### config.mk
export PLATFORM = sky130hd
export DESIGN_NAME = hcsr04_emulator
export DESIGN_NICKNAME = d
export VERILOG_FILES = /design/src/rtl/hcsr04_emulator_pkg.sv /design/src/rtl/hcsr04_emulator_us_tick.sv /design/src/rtl/hcsr04_emulator.sv
export SDC_FILE = /design/constraint.sdc
export NUM_CORES = 1
export LEC_CHECK = 0
export CAP_MARGIN = 30
export CORE_ASPECT_RATIO = 1.4
export CORE_MARGIN = 5
export CORE_UTILIZATION = 53
export DETAILED_ROUTE_END_ITERATION = 16
export PLACE_DENSITY = 0.84
export SLEW_MARGIN = 20
export SYNTH_ARGS = -nofsm -noshare
export SYNTH_HDL_FRONTEND = slang
export SYNTH_SLANG_ARGS = --single-unit
### constraint.sdc
create_clock -name clk -period 3.1 [get_ports clk]
set_input_delay 0.465 -clock clk [delete_from_list [all_inputs] [get_ports clk]]
set_output_delay 0.465 -clock clk [all_outputs]
set_load 0.01 [all_outputs]
### src/rtl/hcsr04_emulator_pkg.sv
// Shared types and default timing for the HC-SR04 responder emulator.
// width_t is also used by the distance front-end for echo widths in microseconds.
package hcsr04_pkg;

  localparam int CLK_PER_US_DEF  = 40;
  localparam int MIN_TRIG_US_DEF = 10;
  localparam int BURST_US_DEF    = 200;
  localparam int TIMEOUT_US_DEF  = 38000;
  localparam int HOLDOFF_US_DEF  = 2000;

  typedef logic [15:0] width_t;

  typedef enum logic [2:0] {
    IDLE,
    TRIG_HIGH,
    BURST,
    ECHO,
    HOLDOFF
  } state_t;

  localparam width_t LFSR_SEED = 16'hACE1;

  // Fibonacci LFSR, taps 16,14,13,11.
  function automatic width_t lfsr_next(input width_t v);
    return {v[14:0], v[15] ^ v[13] ^ v[12] ^ v[10]};
  endfunction

  // Requested width -> legal echo width: no object or oversize gives the timeout,
  // zero is stretched to 1 us so the driver always sees a pulse.
  function automatic width_t clamp_width(input width_t req, input logic obj,
                                         input width_t limit);
    if (!obj)         return limit;
    if (req == '0)    return width_t'(1);
    if (req > limit)  return limit;
    return req;
  endfunction

endpackage

### src/rtl/hcsr04_emulator_us_tick.sv
// Microsecond prescaler: one-cycle tick every CLK_PER_US clocks, restartable
// by a synchronous clear so each FSM phase starts on an exact cycle boundary.
module us_tick
  import hcsr04_pkg::*;
#(
  parameter int CLK_PER_US = CLK_PER_US_DEF
) (
  input  logic clk,
  input  logic reset,
  input  logic clear,
  output logic tick
);

  localparam int            CW   = (CLK_PER_US > 1) ? $clog2(CLK_PER_US) : 1;
  localparam logic [CW-1:0] LAST = CW'(CLK_PER_US - 1);

  logic [CW-1:0] cnt;

  // NOTE: clocked state uses non-blocking assignments so every flop samples
  // pre-edge values regardless of process ordering.
  always_ff @(posedge clk or posedge reset) begin
    if (reset)                     cnt <= '0;
    else if (clear || cnt == LAST) cnt <= '0;
    else                           cnt <= cnt + 1'b1;
  end

  // Not masked by clear: the trigger-width check needs the tick that lands
  // in the same cycle the phase ends.
  assign tick = (cnt == LAST);

endmodule

### src/rtl/hcsr04_emulator.sv
// HC-SR04 responder emulator: validates trig, waits the burst delay, then drives
// echo for the programmed width. Define HCSR04_EMU_JITTER_EN to add 0-7 us LFSR jitter.
module hcsr04_emulator
  import hcsr04_pkg::*;
#(
  parameter int CLK_PER_US  = CLK_PER_US_DEF,
  parameter int MIN_TRIG_US = MIN_TRIG_US_DEF,
  parameter int BURST_US    = BURST_US_DEF,
  parameter int TIMEOUT_US  = TIMEOUT_US_DEF,
  parameter int HOLDOFF_US  = HOLDOFF_US_DEF
) (
  input  logic   clk,
  input  logic   reset,
  input  logic   trig,
  input  width_t echo_us,
  input  logic   obj_present,
  output logic   echo,
  output logic   busy,
  output logic   trig_err
);

  localparam width_t MIN_TRIG   = width_t'(MIN_TRIG_US);
  localparam width_t BURST_LAST = width_t'(BURST_US - 1);
  localparam width_t HOLD_LAST  = width_t'(HOLDOFF_US - 1);
  localparam width_t TIMEOUT_W  = width_t'(TIMEOUT_US);

  // [0],[1] form the synchronizer; [2] is the delayed copy for edge detection.
  logic [2:0] trig_sync;
  logic       trig_rise, trig_fall;

  state_t state, state_n;
  width_t us_cnt, us_now;
  width_t width, width_n;
  width_t width_req, width_lat;
  logic   tick, phase_clear, accept, err_n;

  always_ff @(posedge clk or posedge reset) begin
    if (reset) trig_sync <= '0;
    else       trig_sync <= {trig_sync[1:0], trig};
  end

  assign trig_rise = trig_sync[1] & ~trig_sync[2];
  assign trig_fall = ~trig_sync[1] & trig_sync[2];

  us_tick #(.CLK_PER_US(CLK_PER_US)) u_tick (
    .clk   (clk),
    .reset (reset),
    .clear (phase_clear),
    .tick  (tick)
  );

  // Count including the current tick, saturating at all-ones.
  assign us_now = (tick && us_cnt != '1) ? us_cnt + 1'b1 : us_cnt;

  assign accept    = (state == TRIG_HIGH) && trig_fall && (us_now >= MIN_TRIG);
  assign width_req = clamp_width(echo_us, obj_present, TIMEOUT_W);

`ifdef HCSR04_EMU_JITTER_EN
  width_t      lfsr;
  logic [16:0] jit_sum;

  always_ff @(posedge clk or posedge reset) begin
    if (reset)       lfsr <= LFSR_SEED;
    else if (accept) lfsr <= lfsr_next(lfsr);
  end

  assign jit_sum   = {1'b0, width_req} + {14'b0, lfsr[2:0]};
  assign width_lat = (jit_sum > {1'b0, TIMEOUT_W}) ? TIMEOUT_W : jit_sum[15:0];
`else
  assign width_lat = width_req;
`endif

  // NOTE: every output of this block gets a default first; otherwise a path
  // that skips an assignment would infer a latch.
  always_comb begin
    state_n = state;
    width_n = width;
    err_n   = 1'b0;
    case (state)
      IDLE:      if (trig_rise) state_n = TRIG_HIGH;
      TRIG_HIGH: begin
        if (accept) begin
          state_n = BURST;
          width_n = width_lat;
        end else if (trig_fall) begin
          state_n = IDLE;
          err_n   = 1'b1;
        end
      end
      BURST:     if (tick && us_cnt == BURST_LAST)   state_n = ECHO;
      ECHO:      if (tick && us_cnt == width - 1'b1) state_n = HOLDOFF;
      HOLDOFF:   if (tick && us_cnt == HOLD_LAST)    state_n = IDLE;
      default:   state_n = IDLE;
    endcase
  end

  // Restart both the prescaler and the us counter on every state entry.
  assign phase_clear = (state_n != state);

  always_ff @(posedge clk or posedge reset) begin
    if (reset) begin
      state    <= IDLE;
      us_cnt   <= '0;
      width    <= '0;
      echo     <= 1'b0;
      busy     <= 1'b0;
      trig_err <= 1'b0;
    end else begin
      state    <= state_n;
      us_cnt   <= phase_clear ? '0 : us_now;
      width    <= width_n;
      echo     <= (state_n == ECHO);
      busy     <= (state_n == BURST) || (state_n == ECHO) || (state_n == HOLDOFF);
      trig_err <= err_n;
    end
  end

endmodule

==> results of run 1 <==
[critical path: cells and delay by family (launching register included)]
family,cells,cell delay [ns]
fa+ha+maj,1,0.23
flops,1,0.38
simple gates,4,1.53
compound gates,3,0.74
[area by class of cell]
class,instances,area share
sequential,47,0.305
multi-input combinational,290,0.530
clock inverter,2,0.00324
inverter,15,0.0149
tap,72,0.0234
clock buffer,6,0.0188
timing repair buffer,43,0.104
[per-layer routing]
metal	global-route usage	wire length, um
met2	0.365	4330
met3	0.0324	379
met4	0.120	386
met5	0	0
met1	0.244	3360
[power groups by stage]
stage	Clock [mW]	Sequential [mW]	Combinational, mW
4_1_cts	0.374	0.676	0.186
5_1_grt	0.401	0.682	0.208
3_5_place_dp	0	0.688	0.185
2_1_floorplan	0	0.674	0.140
6_report	0.373	0.676	0.187
3_3_place_gp	0	0.685	0.180
[sequential cells by signal, indices dropped and copies added, names as in the netlist]
register and flops:
trig_err 1, u_tick.cnt 6, busy 1, echo 1, trig_sync 3, us_cnt 16, width 16, state 3
[how the worst max path moves through the flow]
stage	start	endpoint	slack (ns)
3_5_place_dp	us_cnt[0]	state[1]	0.15
5_1_grt	u_tick.cnt[0]	width[1]	0.01
6_report	u_tick.cnt[0]	width[1]	0.16
4_1_cts	us_cnt[0]	state[1]	0.15
2_1_floorplan	width[0]	u_tick.cnt[0]	0.38
3_3_place_gp	u_tick.cnt[0]	width[15]	0.30
[layout by cell type (no fill, tap or decap), types with 6 or more instances in the layout]
cell type        netlist  final
buf_4                  4     19
a22o_1                 7      7
o21ai_0               10     10
and4_1                 6      6
xor2_1                14     14
nand3_1               16     16
nand4_1               14     14
nand2_1               22     22
nor2_1                26     26
inv_1                 15     14
clkdlybuf4s50_1        0     22
a21oi_1               20     20
nor4_1                 7      7
nor3_1                18     18
dfrtp_1               47     47
xnor2_1               23     23
a211oi_1               7      7
mux2i_1                8      8
[logic make-up (layout without fill, tap and decap cells)]
family	count (synthesis)	after routing
compound gates	90	90
xor+xnor	37	37
fa+ha+maj	3	3
buf+inv	41	66
flops	47	47
mux	10	10
simple gates	150	150
[timing repair]
action,CTS,global route
buffers inserted,0,2
resized for setup,0,3
hold buffers,0,0
hold endpoints to repair,0,0
endpoints found under the setup margin,0,29
==> results.yml, run 1 <==
outcome:
  run_status: "complete, no violations"
place:
  preCtsSetupSlack_ns: 0.152
  post_dp_cell_area_um2: 3730
  portBuffers: 22
  place_congestion: 0.966
  placed_cells: 465
  hpwl_um: 6340
synth:
  netlist_area_um2: 3460
  syn_avg_cell_area_um2: 9.14
  synthAdderAreaFrac: 0.0109
  netlist_top_cells_area: "dfrtp_1 34%, xnor2_1 5.8%, xor2_1 3.5%"
  yosys.area.top_type: "dfrtp_1"
  synthesis.nets: 401
  synth-xor-area-share: 0.0938
  syn_inst: 378
  yosysWarnings: 0
  yosysSeqAreaShare: 0.340
  ys.flop_type: "dfrtp_1"
  synth_top_family_by_area: "simple AND/OR/NAND/NOR gates"
  synth_seq_cells: 47
  async_flop_share: 1.00
  synthSimpleGateAreaFrac: 0.258
  synth_mux_area_frac: 0.0308
  synth_common_cells: "47 x dfrtp_1, 26 x nor2_1, 23 x xnor2_1"
  synth_edf_count: 0
  ys_types: 69
  synth_most_common_cell: "dfrtp_1"
  yosysTopAreaCellShare: 0.340
  synth-compound-area-share: 0.194
global_routing:
  overflow: 0
  antenna_found_initial: 0
  grt_pass1_wl_um: 14100
  grt_util_all_layers: 0.210
  first_global_vias: 2966
  grt_max_degree: 48
route:
  drc_errors: 0
  ant_nets: 0
  wl_per_cell_um: 17.8
  drtIter0Drc: 218
  avgViaCountPerCell: 6.47
  vias: 3073
  first_pass_iters: 4
  totalWireLength_um: 8460
die:
  core-area_um2: 6300
  start_util: 0.549
  die_w_um: 78.2
  die_h_um: 106
  die-area_um2: 8260
  io_pins: 23
  rows: 34
sta:
  worst_slack_ns: 0.157
  final.setup.tns_ns: 0
  setup_viol: 0
  maxSlewHeadroom: 0.458
  drv_slew: 0
  whs_ns: 0.363
  final_hold_viol_count: 0
  worst_slew_pin_slew_ns: 0.812
  rsz0062_at_grt: "no"
  finClkSkew_ns: 0.00893
  timing.fmax_mhz: 340
  period_share: 0.949
  min_period_ns: 2.94
power:
  seq_power_share: 0.547
  switching_share: 0.282
  p_clk_frac: 0.302
  fin_total_pwr_mw: 1.24
  switchingPower_mw: 0.348
  p_int_mw: 0.887
  p_per_area_nw_per_um2: 320
  ir_drop_mv: 0.240
  p_leak_nw: 1.47
  pwr-share-comb: 0.151
critical_path:
  end_kind: "flip-flop"
  crit_path_start_kind: "flip-flop"
  worstReg2RegStart: "u_tick.cnt[0]"
  setup.worst_path.class: "flip-flop to flip-flop"
  timing.rr.end: "width[1]"
  crit_fanout: 9
  worst_path_max_delay_cell: "nor4_4"
  rr_worst_depth: 8
  ff2ff_setup_slack_ns: 0.16
  cp_data_required_time_ns: 3.34
  slowest_delay_ns: 0.48
  path_cells: "ha_1 > nand4b_1 > nor4_2 > nor4b_1 > o22ai_1 > nor4_4 > a21o_1 > a22o_1"
  worstPathArrival_ns: 3.18
worst_hold_path:
  hold_depth: 0
  whs_endpoint: "trig_sync[1]"
  hold_class: "flip-flop to flip-flop"
  min_from: "trig_sync[0]"
clocking:
  tritoncts: "done"
  cts-root-buf: "clkbuf_8"
  cts_buffers: 5
  clk_pin_slew_ns: 0.09
  cts.sink_count: 47
  max-clock-path-buffers: 2
  htree_levels: 2
  clk_latency_ns: 0.30
cells_and_area:
  seq_area_um2: 1180
  num_antenna_cells: 0
  stdcell_area_um2: 3860
  utilization: 0.613
  nFillCells: 551
  multi_input_area_um2: 2050
  finalNetCount: 425
  area_growth_pct: 11.6
  instances_no_fill: 475
  drive_above_1_share: 0.141
job:
  drv_cap: 0
Power figures use the tool's default switching activity.
==> inputs of run 2 (changes only) <==
CAP_MARGIN = 25   (was 30)
GPL_ROUTABILITY_DRIVEN = 1   (was unset)
==> results of run 2 <==
Same layout as run 1: the final DEF is identical, and so are final timing and power.
==> inputs of run 3 (changes only) <==
TNS_END_PERCENT = 50   (was unset)
clock period = 3.6 ns   (was 3.1 ns; I/O delays follow)
==> results.yml, run 3 (synthesized netlist as in run 1, its figures left out) <==
sta:
  final_hold_viol_count: 0
  min_period_ns: 3.15
  period_share: 0.875
  worst_slack_ns: 0.450
  timing.fmax_mhz: 317
  finClkSkew_ns: 0.00728
  worst_slew_pin_slew_ns: 0.785
  setup_viol: 0
  whs_ns: 0.376
  maxSlewHeadroom: 0.476
  drv_slew: 0
  rsz0062_at_grt: "no"
  final.setup.tns_ns: 0
cells_and_area:
  instances_no_fill: 460
  area_growth_pct: 8.04
  seq_area_um2: 1180
  final_cell_mix: "47 x dfrtp_1, 26 x nor2_1, 23 x xnor2_1"
  final_common_cell: "dfrtp_1"
  utilization: 0.593
  nFillCells: 573
  multi_input_area_um2: 2030
  num_antenna_cells: 0
  finalNetCount: 410
  stdcell_area_um2: 3730
  reg.largest.list: "us_cnt: 16 flops, width: 16 flops, u_tick.cnt: 6 flops"
  drive_above_1_share: 0.108
global_routing:
  antenna_found_initial: 0
  grt_util_all_layers: 0.199
  grt_max_degree: 48
  grt_pass1_wl_um: 13300
  first_global_vias: 2859
  overflow: 0
power:
  fin_total_pwr_mw: 1.12
  seq_power_share: 0.526
  p_clk_frac: 0.354
  switching_share: 0.265
  pwr-share-comb: 0.121
  switchingPower_mw: 0.297
  ir_drop_mv: 0.193
  p_int_mw: 0.826
  p_per_area_nw_per_um2: 301
  p_leak_nw: 1.40
worst_hold_path:
  hold_class: "flip-flop to flip-flop"
  min_from: "trig_sync[0]"
die:
  io_pins: 23
  start_util: 0.549
  die_w_um: 78.2
  die_h_um: 106
  rows: 34
  core-area_um2: 6300
  die-area_um2: 8260
place:
  post_dp_cell_area_um2: 3620
  hpwl_um: 6090
  placed_cells: 452
  preCtsSetupSlack_ns: 0.461
  portBuffers: 22
  place_congestion: 0.905
critical_path:
  slowest_delay_ns: 0.51
  worstReg2RegStart: "width[0]"
  setup.worst_path.class: "flip-flop to flip-flop"
  crit_family: "compound AO/OA/AOI/OAI gates"
  worst_path_max_delay_cell: "a41o_2"
  end_kind: "flip-flop"
  worstPathArrival_ns: 3.32
  crit_fanout: 22
  crit_buf_inv: 1
  crit_start: "width[0]"
  crit_path_start_kind: "flip-flop"
  cp_data_required_time_ns: 3.77
  path_cells: "inv_1 > ha_1 > nor4b_4 > nand3_2 > xor2_1 > a211o_1 > a2111oi_4 > a41o_2 > a211oi_1"
route:
  totalWireLength_um: 7910
  drtIter0Drc: 234
  drc_errors: 0
  avgViaCountPerCell: 6.37
  ant_nets: 0
  wl_per_cell_um: 17.2
  vias: 2931
  first_pass_iters: 5
clocking:
  clk_pin_slew_ns: 0.09
  post_cts_buffers: 0
  htree_levels: 2
  ctsHoldBuffers: 0
  cts_buffers: 5
  tritoncts: "done"
  cts-root-buf: "clkbuf_8"
  max-clock-path-buffers: 2
  cts_resized: 0
  cts.sink_count: 47
  clk_latency_ns: 0.30
job:
  drv_cap: 0
outcome:
  run_status: "complete, no violations"
run 3: changes by cell type in the layout (fill, tap and decap cells not counted), sizes merged:
| cell | delta |
|---|---|
| clkbuf | -1 |
| buf | -15 |
| inv | +1 |
| clkinv | -1 |
| bufinv | +1 |
run 3: area by class of cell:
| cell class | count | area share |
|---|---|---|
| Clock buffer | 5 | 0.0184 |
| Clock inverter | 3 | 0.0124 |
| Inverter | 15 | 0.0154 |
| Multi-Input combinational cell | 290 | 0.544 |
| Sequential cell | 47 | 0.315 |
| Tap cell | 72 | 0.0241 |
| Timing Repair Buffer | 28 | 0.0710 |
run 3: metal layers:
| metal | wire length (um) | share of wire | track usage |
|---|---|---|---|
| met3 | 261 | 0.033 | 0.0299 |
| met2 | 4290 | 0.54 | 0.362 |
| met5 | 0 | 0 | 0 |
| met1 | 3170 | 0.40 | 0.230 |
| met4 | 187 | 0.024 | 0.0850 |
run 3: path summary, 6_finish.rpt:
kind | end | cells past startpoint | slack (ns)
setup / recovery | u_tick.cnt[3] | 9 | 0.45
hold / removal | trig_sync[1] | 0 | 0.38
setup reg to reg | u_tick.cnt[3] | 9 | 0.45
hold reg to reg | trig_sync[1] | 0 | 0.38
max in group asynchronous | width[2] | 2 | 2.46
min in group asynchronous | trig_sync[2] | 2 | 0.67
run 3: power by group through the flow:
stage	sequential, mW	combinational (mW)	clock [mW]
floorplan	0.581	0.121	0
global placement	0.599	0.133	0
detailed placement	0.601	0.136	0
CTS	0.590	0.137	0.404
global route	0.597	0.157	0.425
finish	0.591	0.136	0.397
